**src/rtl/cis_timing_gen.sv**
```systemverilog
// Contact-image-sensor line timing: CISCLK / CISSI generation, per-pixel strobes
// and line boundary events, with dpi_mode and line_gap latched once per line.
module cis_timing_gen #(
   parameter int CLK_DIV = 4,
   parameter int SI_CLKS = 1,
   parameter int PIX_M0  = 5184,
   parameter int PIX_M1  = 2592,
   parameter int IDX_W   = 13
) (
   input  logic             clk,
   input  logic             rst_n,
   input  logic             scan_en,
   input  logic             dpi_mode,
   input  logic [15:0]      line_gap,
   output logic             CISCLK,
   output logic             CISSI,
   output logic             dpi_mode_q,
   output logic             pix_valid,
   output logic [IDX_W-1:0] pix_idx,
   output logic             line_start,
   output logic             line_done,
   output logic [15:0]      line_cnt,
   output logic             busy
);

   localparam int                DIV_W     = $clog2(2 * CLK_DIV);
   localparam logic [DIV_W-1:0]  DIV_LAST  = DIV_W'(2 * CLK_DIV - 1);
   localparam logic [DIV_W-1:0]  DIV_HALF  = DIV_W'(CLK_DIV);
   localparam logic [15:0]       SI_LAST   = 16'(SI_CLKS - 1);
   localparam logic [15:0]       PIX0_LAST = 16'(PIX_M0 - 1);
   localparam logic [15:0]       PIX1_LAST = 16'(PIX_M1 - 1);

   typedef enum logic [1:0] {
      ST_IDLE,
      ST_SI,
      ST_PIX,
      ST_GAP
   } state_t;

   state_t             state_q, state_d;
   logic [DIV_W-1:0]   div_q, div_d;
   logic [15:0]        per_q, per_d;
   logic [15:0]        line_gap_q, line_gap_d;
   logic               dpi_mode_d;
   logic               cisclk_q, cisclk_d;
   logic               cissi_q, cissi_d;
   logic               pix_valid_q, pix_valid_d;
   logic [IDX_W-1:0]   pix_idx_q, pix_idx_d;
   logic               line_start_q, line_start_d;
   logic               line_done_q, line_done_d;
   logic [15:0]        line_cnt_q, line_cnt_d;
   logic               busy_q, busy_d;
   logic               start_line;
   logic               last_per;

   function automatic logic [15:0] pix_last(input logic mode);
      return mode ? PIX1_LAST : PIX0_LAST;
   endfunction

   // Sequencer: line_done_q marks the final clk of a line, so the end-of-line
   // decision (restart or go idle) is taken directly from it.
   always_comb begin
      state_d    = state_q;
      div_d      = div_q;
      per_d      = per_q;
      dpi_mode_d = dpi_mode_q;
      line_gap_d = line_gap_q;
      start_line = 1'b0;
      if (state_q == ST_IDLE) begin
         div_d      = '0;
         per_d      = '0;
         start_line = scan_en;
      end else if (line_done_q) begin
         if (scan_en) begin
            start_line = 1'b1;
         end else begin
            state_d = ST_IDLE;
            div_d   = '0;
            per_d   = '0;
         end
      end else if (div_q == DIV_LAST) begin
         div_d = '0;
         per_d = per_q + 16'd1;
         case (state_q)
            ST_SI: begin
               if (per_q == SI_LAST) begin
                  state_d = ST_PIX;
                  per_d   = '0;
               end
            end
            ST_PIX: begin
               if (per_q == pix_last(dpi_mode_q)) begin
                  state_d = ST_GAP;
                  per_d   = '0;
               end
            end
            default: begin
            end
         endcase
      end else begin
         div_d = DIV_W'(div_q + 1'b1);
      end
      if (start_line) begin
         state_d    = ST_SI;
         div_d      = '0;
         per_d      = '0;
         dpi_mode_d = dpi_mode;
         line_gap_d = line_gap;
      end
   end

   // Outputs are registered, so they are derived from the next-cycle position.
   always_comb begin
      last_per     = ((state_d == ST_PIX) && (per_d == pix_last(dpi_mode_d)) && (line_gap_d == 16'd0)) ||
                     ((state_d == ST_GAP) && (per_d == line_gap_d - 16'd1));
      line_done_d  = last_per && (div_d == DIV_LAST);
      line_cnt_d   = line_cnt_q + {15'd0, line_done_d};
      line_start_d = start_line;
      busy_d       = (state_d != ST_IDLE);
      cisclk_d     = (state_d != ST_IDLE) && (div_d >= DIV_HALF);
      cissi_d      = (div_d == '0) ? (state_d == ST_SI) : cissi_q;
      pix_valid_d  = (state_d == ST_PIX) && (div_d == DIV_HALF);
      pix_idx_d    = (state_d == ST_PIX) ? per_d[IDX_W-1:0] : pix_idx_q;
   end

   always_ff @(posedge clk or negedge rst_n) begin
      if (!rst_n) begin
         state_q      <= ST_IDLE;
         div_q        <= '0;
         per_q        <= '0;
         line_gap_q   <= '0;
         dpi_mode_q   <= 1'b0;
         cisclk_q     <= 1'b0;
         cissi_q      <= 1'b0;
         pix_valid_q  <= 1'b0;
         pix_idx_q    <= '0;
         line_start_q <= 1'b0;
         line_done_q  <= 1'b0;
         line_cnt_q   <= '0;
         busy_q       <= 1'b0;
      end else begin
         state_q      <= state_d;
         div_q        <= div_d;
         per_q        <= per_d;
         line_gap_q   <= line_gap_d;
         dpi_mode_q   <= dpi_mode_d;
         cisclk_q     <= cisclk_d;
         cissi_q      <= cissi_d;
         pix_valid_q  <= pix_valid_d;
         pix_idx_q    <= pix_idx_d;
         line_start_q <= line_start_d;
         line_done_q  <= line_done_d;
         line_cnt_q   <= line_cnt_d;
         busy_q       <= busy_d;
      end
   end

   assign CISCLK     = cisclk_q;
   assign CISSI      = cissi_q;
   assign pix_valid  = pix_valid_q;
   assign pix_idx    = pix_idx_q;
   assign line_start = line_start_q;
   assign line_done  = line_done_q;
   assign line_cnt   = line_cnt_q;
   assign busy       = busy_q;

endmodule
```
**config.mk**
```make
export PLATFORM = sky130hd
export DESIGN_NAME = cis_timing_gen
export DESIGN_NICKNAME = d
export VERILOG_FILES = /design/src/rtl/cis_timing_gen.sv
export SDC_FILE = /design/constraint.sdc
export NUM_CORES = 1
export LEC_CHECK = 0
export CAP_MARGIN = 10
export CELL_PAD_IN_SITES_DETAIL_PLACEMENT = 0
export CELL_PAD_IN_SITES_GLOBAL_PLACEMENT = 2
export CORE_UTILIZATION = 32
export DETAILED_ROUTE_END_ITERATION = 10
export PLACE_DENSITY = 0.81
export SYNTH_ARGS = -nofsm -noshare
export SYNTH_HDL_FRONTEND = slang
export SYNTH_SLANG_ARGS = --single-unit
```
**constraint.sdc**
```tcl
create_clock -name clk -period 4.5 [get_ports clk]
set_clock_uncertainty 0.05 [all_clocks]
set_input_delay 1.125 -clock clk [delete_from_list [all_inputs] [get_ports clk]]
set_output_delay 1.125 -clock clk [all_outputs]
set_load 0.02 [all_outputs]
```
# == Word-level counts from Yosys, hierarchy flattened ==
# Cells that the tools add are included.
# totals
out_inout_bits,36
wordCells,69
reg_bits,73
input_bits,20
# classes
reduce_logical,12
magnitude_cmp,1
n_addsub,4
n_eq_ne,11
n_mux,28
# op_table
cell,n
2-to-1 mux 16 bit,8
== test 16 x 13 -> 1 bit,2
logical NOT 16 bit,2
one-hot mux 16 bit (2 select lines),1
2-to-1 mux 13 bit,2
adder 16 x 1 -> 16 bit,1
adder 16 x 1 -> 16 bit (second input constant),1
== test 16 bit,1
subtractor 16 x 1 -> 16 bit (second input constant),1
2-to-1 mux 3 bit,5
2-to-1 mux 2 bit,7
== test 3 bit (second input constant),3
== test 2 bit (second input constant),3
logical AND 1 bit,6
== test 2 x 1 -> 1 bit (second input constant),2
2-to-1 mux 1 bit,4
one-hot mux 2 bit (2 select lines),1
adder 3 x 1 -> 3 bit (second input constant),1
greater-or-equal comparator 3 bit (second input constant),1
logical NOT 3 bit,1
logical NOT 2 bit,1
nonzero test 2 bit,1
logical OR 1 bit,1

# == Logic depth before layout (Yosys ltp) ==
# Gate-level depths: netlist of the first run.
# logic_depth
word_depth,14
ltp_mapped,20
depth_no_buf,18

# == Least setup slack after synthesis of the first run ==
# OpenSTA, ideal clock, no wires.
# synth_timing
path_type,input to register
start,input scan_en
end,register line_cnt_q[12] (netlist: line_cnt[12])
arrival_ns,4.630
setup_slack_ns,-0.259
setup_ns,0.080
t_required_ns,4.370
cell_stages,18
path_buffers,2
cell_sequence,o21ai_0 > buf_2 > buf_1 > mux2i_1 > ha_1 > nand4_1 > o2bb2a_1 > xnor2_1 > xnor2_1 > nor4_1 > o2111ai_1 > o32ai_1 > ha_1 > ha_1 > nand2_1 > or2_2 > nor2_1 > xor2_1
# synth_via
elab_chain_len,11
elab_cells_between_ends,31
cone_classes,add/sub (2); eq/ne (5); mux (18); reduce/logical (6)
# synth_rtl
element,line,rtl
from (decl),12,"input logic scan_en,"
branches (longest 9 deep; another with subtractor 16 x 1 -> 16 bit),n/a,
logical AND 1 bit (*),116,line_done_d = last_per && (div_d == DIV_LAST);
via line_done_d,50,"logic line_done_q, line_done_d;"
adder 16 x 1 -> 16 bit (*),117,"line_cnt_d = line_cnt_q + {15'd0, line_done_d};"
via line_cnt_d[12],51,"logic [15:0] line_cnt_q, line_cnt_d;"
to (signal assigned),153,line_cnt_q <= line_cnt_d;
to (decl),51,
# Mark *: on every way through the listed nets, which the timed path passes.
# A chain may end at the register's enable or synchronous reset.

# == Final worst setup path of the first run ==
# layout_timing
start,input scan_en
end,register line_cnt_q[13] (netlist: line_cnt[13])
# The elaborated chain is that of the path after synthesis.

==> results_dict.tcl, run 1 <==
set metrics [dict create \
    cts_inserted_buffers 9 \
    initial_antenna_violation_count 0 \
    placedCellCount 681 \
    dr.pass1.iters 4 \
    cts-hold-fix-buffers 0 \
    die_width_um 116 \
    placeableCoreArea_mm2 0.0127 \
    synthesis.nets 446 \
    vias_in_the_first_global_route 3509 \
    netlist.area_leader.share 0.439 \
    yosysTopAreaCell "sky130_fd_sc_hd__dfrtp_1" \
    rrSetupSlack_ps 360 \
    highest-signal-layer "met4" \
    maxCapViolCount 0 \
    fp.dieH_um 116 \
    clock_tree_from_tritoncts "done" \
    worst_hold_path_type "reg2reg" \
    achievable-frequency_mhz 233 \
    clk_tree_root_cell "sky130_fd_sc_hd__clkbuf_16" \
    grt_util_all_layers 0.184 \
    part_of_the_yosys_area_used_for_sequential_elements 0.439 \
    power_density_mw_per_mm2 272 \
    multi_input_comb_area_mm2 0.00231 \
    status "completed" \
    fillerInstances 1206 \
    finalCritPeriodShare 0.954 \
    postPlaceCellArea_mm2 0.00528 \
    timing.critical_path.arrival_ps 4460 \
    post_drt_wl_per_cell_um 16.6 \
    synthesis.area_per_instance_um2 10.0 \
    seq_area_mm2 0.00183 \
    yosys_most_used_dff "sky130_fd_sc_hd__dfrtp_1" \
    final_area_mm2 0.00577 \
    setup.worst_path.class "in2reg" \
    num-nets-final 554 \
    worstSkewPairLatency_ps 330 \
    finalWirelength_um 11600 \
    worst-slew-pin-transition_ps 936 \
    globalRouteOverflowTotal 0 \
    synth.area.top_cells "sky130_fd_sc_hd__dfrtp_1 44%, sky130_fd_sc_hd__xnor2_1 8.6%, sky130_fd_sc_hd__mux2_2 3.8%" \
    routabilityCongestion 0.884 \
    setup_total_negative_slack_ps 0 \
    route.detailed.drc 0 \
    floorplan.initialDensity 0.328 \
    final_cells 699 \
    timing.critical_path.from_type "input pin" \
    postRouteAntennaNets 0 \
    slew_headroom 0.376 \
    area.growth.synth_to_final_pct 38.7 \
    die-area_mm2 0.0135 \
    portBuffers 55 \
    design.portCount 56 \
    postSynthRegisterBits 73 \
    met2_wirelength_um 5460 \
    cts.sink_count 73 \
    routed_via_density 4.99 \
    cp.required_ps 4660 \
    postLayoutCoreUtil 0.455 \
    critPathMaxFanout 16 \
    insertedDiodeCount 0 \
    yosysWarningCount 0 \
    layout_min_cycle_time_ps 4290 \
    largest_net_degree_at_the_start_of_global_routing 74 \
    synth-edff-count 0 \
    cts_buffer_depth 2 \
    share_of_layout_cells_above_drive_strength_1 0.231 \
    detailroute.wirelength.met3_um 465 \
    timing.final.hold_violations 0 \
    worst_ir_drop_vdd_v 0.000201 \
    worstSetupEndpointType "register" \
    clkSlewWorstSetupHoldPaths_ps 50 \
    setup_viol 0 \
    syn-instance-count 415 \
    share_of_flip_flops_with_an_asynchronous_set_or_reset_after_synthesis 1.00 \
    wirelength_met1_um 5450 \
    yosys.cell_types.count 55 \
    post-dp-hpwl_um 8800 \
    number_of_max_slew_violations_in_the_final_report 0 \
    grt_first_pass_wirelength_um 18400 \
    total_leakage_power_nw 2.68 \
    drt-initial-drc-count 208 \
    cts.htree.levels 3 \
    placementRows 41 \
    syn-cell-area_mm2 0.00416 \
    via_count 3488 \
]
## timing repair
| item | 4_1_cts | 5_1_grt |
|---|---|---|
| setup buffers | 1 | 2 |
| resized for setup | 7 | 16 |
| setup endpoints to repair | 8 | 7 |
| pin swaps | 5 | 9 |
## layer usage
| metal | up-vias | global-route usage |
|---|---|---|
| met4 | 0 | 0.0897 |
| met2 | 83 | 0.288 |
| li1 | 1694 | - |
| met3 | 12 | 0.0152 |
| met5 | - | 0 |
| met1 | 1699 | 0.256 |
## report_power, final
group | switching, mW | internal (mW) | leakage, nW
combinational | 0.0225 | 0.0206 | 1.53
sequential | 0 | 0.657 | 0.980
clock | 0.276 | 0.596 | 0.173
## kinds of logic (layout without fill, tap and decap cells)
| family | count (synthesis) | in the layout | share of synthesized area |
|---|---|---|---|
| simple gates | 172 | 172 | 0.220 |
| flops | 73 | 73 | 0.439 |
| xor+xnor | 51 | 51 | 0.111 |
| compound gates | 47 | 47 | 0.0905 |
| buf+inv | 35 | 147 | 0.0397 |
| mux | 26 | 26 | 0.0668 |
| fa+ha+maj | 11 | 11 | 0.0331 |
## cell usage in the layout, fill, tap and decap left out, types with 3 or more instances in the layout
| cell type | n |
|---|---|
| sky130_fd_sc_hd__a211oi_2 | 5 |
| sky130_fd_sc_hd__nand3_1 | 20 |
| sky130_fd_sc_hd__nor4b_1 | 5 |
| sky130_fd_sc_hd__xor2_1 | 9 |
| sky130_fd_sc_hd__nor2_1 | 28 |
| sky130_fd_sc_hd__and3_1 | 6 |
| sky130_fd_sc_hd__clkbuf_16 | 9 |
| sky130_fd_sc_hd__clkdlybuf4s50_1 | 52 |
| sky130_fd_sc_hd__nor3_1 | 13 |
| sky130_fd_sc_hd__bufinv_16 | 4 |
| sky130_fd_sc_hd__or3_1 | 3 |
| sky130_fd_sc_hd__nand4_1 | 16 |
| sky130_fd_sc_hd__buf_4 | 58 |
| sky130_fd_sc_hd__mux2i_1 | 9 |
| sky130_fd_sc_hd__a211oi_1 | 3 |
| sky130_fd_sc_hd__and2_1 | 7 |
| sky130_fd_sc_hd__a31oi_1 | 3 |
| sky130_fd_sc_hd__inv_1 | 18 |
| sky130_fd_sc_hd__nand2_1 | 41 |
| sky130_fd_sc_hd__ha_1 | 9 |
| sky130_fd_sc_hd__a21oi_1 | 7 |
| sky130_fd_sc_hd__a221o_1 | 3 |
| sky130_fd_sc_hd__nor4_1 | 10 |
| sky130_fd_sc_hd__nor3b_1 | 3 |
| sky130_fd_sc_hd__xnor2_1 | 40 |
| sky130_fd_sc_hd__mux2_2 | 14 |
| sky130_fd_sc_hd__o21ai_0 | 7 |
| sky130_fd_sc_hd__dfrtp_1 | 73 |
## cells in the mapped netlist, types with 8 or more instances
library cell / instances
sky130_fd_sc_hd__mux2_2: 14
sky130_fd_sc_hd__nor3_1: 13
sky130_fd_sc_hd__nor2_1: 29
sky130_fd_sc_hd__mux2i_1: 12
sky130_fd_sc_hd__dfrtp_1: 73
sky130_fd_sc_hd__inv_1: 19
sky130_fd_sc_hd__ha_1: 11
sky130_fd_sc_hd__nand4_1: 16
sky130_fd_sc_hd__o21ai_0: 8
sky130_fd_sc_hd__nor4_1: 12
sky130_fd_sc_hd__nand2_1: 42
sky130_fd_sc_hd__nand3_1: 21
sky130_fd_sc_hd__xnor2_1: 41
sky130_fd_sc_hd__xor2_1: 9
## final timing paths
kind,startpoint,endpoint,cells past startpoint
setup / recovery,scan_en,line_cnt[13],17
hold / removal,line_cnt[15],line_cnt[15],1
setup reg to reg,state_q[0],line_cnt[13],18
hold reg to reg,line_cnt[15],line_cnt[15],1
max in group asynchronous,rst_n,line_cnt[10],1
min in group asynchronous,rst_n,line_gap_q[2],1
## worst max-delay path, stage by stage
cell and delay, ps:
sky130_fd_sc_hd__dlygate4sd2_1 270, sky130_fd_sc_hd__o21ai_4 160, sky130_fd_sc_hd__buf_4 180, sky130_fd_sc_hd__buf_6 180
sky130_fd_sc_hd__nand3_1 180, sky130_fd_sc_hd__a221oi_4 390, sky130_fd_sc_hd__xnor2_2 170, sky130_fd_sc_hd__a21oi_1 80
sky130_fd_sc_hd__nor3b_2 260, sky130_fd_sc_hd__o2111ai_2 150, sky130_fd_sc_hd__o32ai_2 290, sky130_fd_sc_hd__ha_2 240
sky130_fd_sc_hd__buf_4 110, sky130_fd_sc_hd__and3_1 200, sky130_fd_sc_hd__nor2b_4 170, sky130_fd_sc_hd__nand4_1 120
sky130_fd_sc_hd__xnor2_1 150
## registers in the layout, summed over array words and instances, names as in the netlist
register,cells
line_gap_q,16
pix_idx,13
per_q,16
busy,1
CISCLK,1
pix_valid,1
div_q,3
line_done,1
line_cnt,16
state_q,2
CISSI,1
line_start,1
dpi_mode_q,1
## stage by stage
step / hold slack [ps] / total power [mW] / worst slack [ps]
2_1_floorplan: 409 / 0.671 / 23.1
3_3_place_gp: 423 / 0.711 / -511
3_5_place_dp: 418 / 0.712 / -566
4_1_cts: 436 / 1.59 / 10.4
5_1_grt: 445 / 1.62 / -5.02
6_report: 433 / 1.57 / 207
## final cells by class
cell class                 instances  share of cell area
clock inverter                     5              0.0223
timing repair buffer             113               0.171
tap                              172              0.0373
sequential                        73               0.317
multi-input combinational        307               0.400
inverter                          19              0.0124
clock buffer                      10              0.0397
No activity file was read; power rests on OpenSTA's default activity.
==> inputs of run 2 (changes only) <==
Settings changed: CTS_BUF_LIST set to sky130_fd_sc_hd__clkbuf_4 sky130_fd_sc_hd__clkbuf_8 sky130_fd_sc_hd__clkbuf_16.
==> run 2 against run 1 <==
  * Critical path depth grew 2
  * Sequential cell count is the same
  * Non-clock buffer count is the same
  * Worst setup slack gained 3.7 ps
  * Total power grew 0.78%
  * Sequential power is essentially flat
  * Worst hold slack lost 1.7 ps
  * Die area is the same
  * Via count grew 0.26%
  * Core utilization is essentially flat
  * Critical path type unchanged
  * Fmax is essentially flat
==> results_dict.tcl, run 2 (same netlist as run 1, synthesis figures left out) <==
set metrics [dict create \
    die-area_mm2 0.0135 \
    place_ws_ps -566 \
    dr.pass1.iters 4 \
    worst_slack_ps 210 \
    floorplan.initialDensity 0.328 \
    worst_ir_drop_vdd_v 0.000203 \
    critical_path.top_delay_family "compound AO/OA/AOI/OAI gates" \
    maxCapViolCount 0 \
    final_area_mm2 0.00577 \
    share_of_layout_cells_above_drive_strength_1 0.233 \
    crit_top_cell "sky130_fd_sc_hd__buf_4" \
    crit_buf_inv 4 \
    cts.htree.levels 3 \
    setup.worst_path.class "in2reg" \
    timing.critical_path.from_type "input pin" \
    post-dp-hpwl_um 8800 \
    worstSkewPairLatency_ps 340 \
    critPathMaxFanout 6 \
    clkSlewWorstSetupHoldPaths_ps 60 \
    path_cells "dlygate4sd2_1 > o21ai_4 > mux2i_4 > buf_4 > buf_4 > ha_1 > nor2_1 > mux2i_1 > o21ai_0 > a31oi_1 > nand2_1 > o2111ai_1 > o32ai_2 > ha_2 > buf_4 > and3_1 > nor2b_4 > nand4_1 > xnor2_1" \
    slew_headroom 0.367 \
    placementRows 41 \
    setup_total_negative_slack_ps 0 \
    initial_antenna_violation_count 0 \
    cp.required_ps 4670 \
    via_count 3497 \
    placeableCoreArea_mm2 0.0127 \
    postRouteAntennaNets 0 \
    finalCritPeriodShare 0.953 \
    critical-path-slowest-cell "sky130_fd_sc_hd__o32ai_2" \
    timing.hold.ws_ps 432 \
    number_of_max_slew_violations_in_the_final_report 0 \
    largest_net_degree_at_the_start_of_global_routing 74 \
    achievable-frequency_mhz 233 \
    final_common_cell "sky130_fd_sc_hd__dfrtp_1" \
    fin_total_pwr_mw 1.58 \
    grt_first_pass_wirelength_um 18500 \
    setup_viol 0 \
    routabilityCongestion 0.884 \
    cts.sink_count 73 \
    vias_in_the_first_global_route 3523 \
    design.portCount 56 \
    die_width_um 116 \
    power_density_mw_per_mm2 274 \
    cts_inserted_buffers 9 \
    post_drt_wl_per_cell_um 16.6 \
    portBuffers 55 \
    layout_min_cycle_time_ps 4290 \
    status "completed" \
    area.growth.synth_to_final_pct 38.8 \
    grt_util_all_layers 0.184 \
    globalRouteOverflowTotal 0 \
    postPlaceCellArea_mm2 0.00528 \
    finalWirelength_um 11600 \
    timing.critical_path.arrival_ps 4460 \
    drt-initial-drc-count 182 \
    worst_path_largest_cell_delay_ps 340 \
    worst-slew-pin-transition_ps 950 \
    routed_via_density 5.00 \
    route.detailed.drc 0 \
    worstSetupEndpointType "register" \
    insertedDiodeCount 0 \
    worst_hold_path_type "reg2reg" \
    fp.dieH_um 116 \
    clock_tree_from_tritoncts "done" \
    layout.cells.most_common_list "73 x sky130_fd_sc_hd__dfrtp_1, 58 x sky130_fd_sc_hd__buf_4, 52 x sky130_fd_sc_hd__clkdlybuf4s50_1, 41 x sky130_fd_sc_hd__nand2_1, 41 x sky130_fd_sc_hd__xnor2_1" \
    timing.final.hold_violations 0 \
    cts_buffer_depth 2 \
    num-nets-final 554 \
    clk_tree_root_cell "sky130_fd_sc_hd__clkbuf_16" \
    total_leakage_power_nw 2.68 \
]
## run 2: cell counts in the layout (fill, tap and decap cells not counted)
No cell type changed its count.
## run 2: worst register-to-register path: stages, from the launching register on
cell and delay (ps):
sky130_fd_sc_hd__dfrtp_1 380, sky130_fd_sc_hd__inv_1 80, sky130_fd_sc_hd__ha_1 290, sky130_fd_sc_hd__o21ai_4 340, sky130_fd_sc_hd__mux2i_4 330, sky130_fd_sc_hd__buf_4 130, sky130_fd_sc_hd__buf_4 100, sky130_fd_sc_hd__ha_1 260
sky130_fd_sc_hd__nor2_1 160, sky130_fd_sc_hd__mux2i_1 90, sky130_fd_sc_hd__o21ai_0 180, sky130_fd_sc_hd__a31oi_1 60, sky130_fd_sc_hd__nand2_1 100, sky130_fd_sc_hd__o2111ai_1 130, sky130_fd_sc_hd__o32ai_2 340, sky130_fd_sc_hd__ha_2 240
sky130_fd_sc_hd__buf_4 110, sky130_fd_sc_hd__and3_1 200, sky130_fd_sc_hd__nor2b_4 170, sky130_fd_sc_hd__nand4_1 120, sky130_fd_sc_hd__xnor2_1 150
## run 2: worst paths after layout
path                              start       endpoint  slack (ps)  depth (start not counted)
min                        line_cnt[15]   line_cnt[15]         430                          1
min in group asynchronous         rst_n  line_gap_q[2]         890                          1
max                             scan_en   line_cnt[13]         210                         19
min reg2reg                line_cnt[15]   line_cnt[15]         430                          1
max in group asynchronous         rst_n       per_q[2]        2900                          1
max reg2reg                  state_q[0]   line_cnt[13]         370                         20
## run 2: repair_timing
item,4_1_cts,5_1_grt
setup endpoints to repair,8,7
pin swaps,4,9
hold buffers,0,0
hold endpoints to repair,0,0
resized for setup,7,16
buffers inserted,1,2
## run 2: cell type report
cell class	instances	area, um2
fillers	1202	6900
multi-input cells	307	2310
well taps	172	215
inverters	19	71.3
clock inverters	5	129
clock buffers	10	233
flip-flops and latches	73	1830
repair buffers	113	988
## run 2: stage by stage
stage | utilization | instances
6_report | 0.456 | 699
3_3_place_gp | 0.416 | 681
2_1_floorplan | - | 415
3_5_place_dp | 0.416 | 681
4_1_cts | 0.448 | 697
5_1_grt | 0.456 | 699
## run 2: layer usage
metal / part of all wire / GRT usage
met5: 0 / 0
met4: 0.023 / 0.0897
met3: 0.039 / 0.0152
met2: 0.47 / 0.288
met1: 0.47 / 0.255
## run 2: power breakdown
part / switching [mW] / internal [mW]
logic: 0.0227 / 0.0206
registers: 0 / 0.657
clock network: 0.282 / 0.602
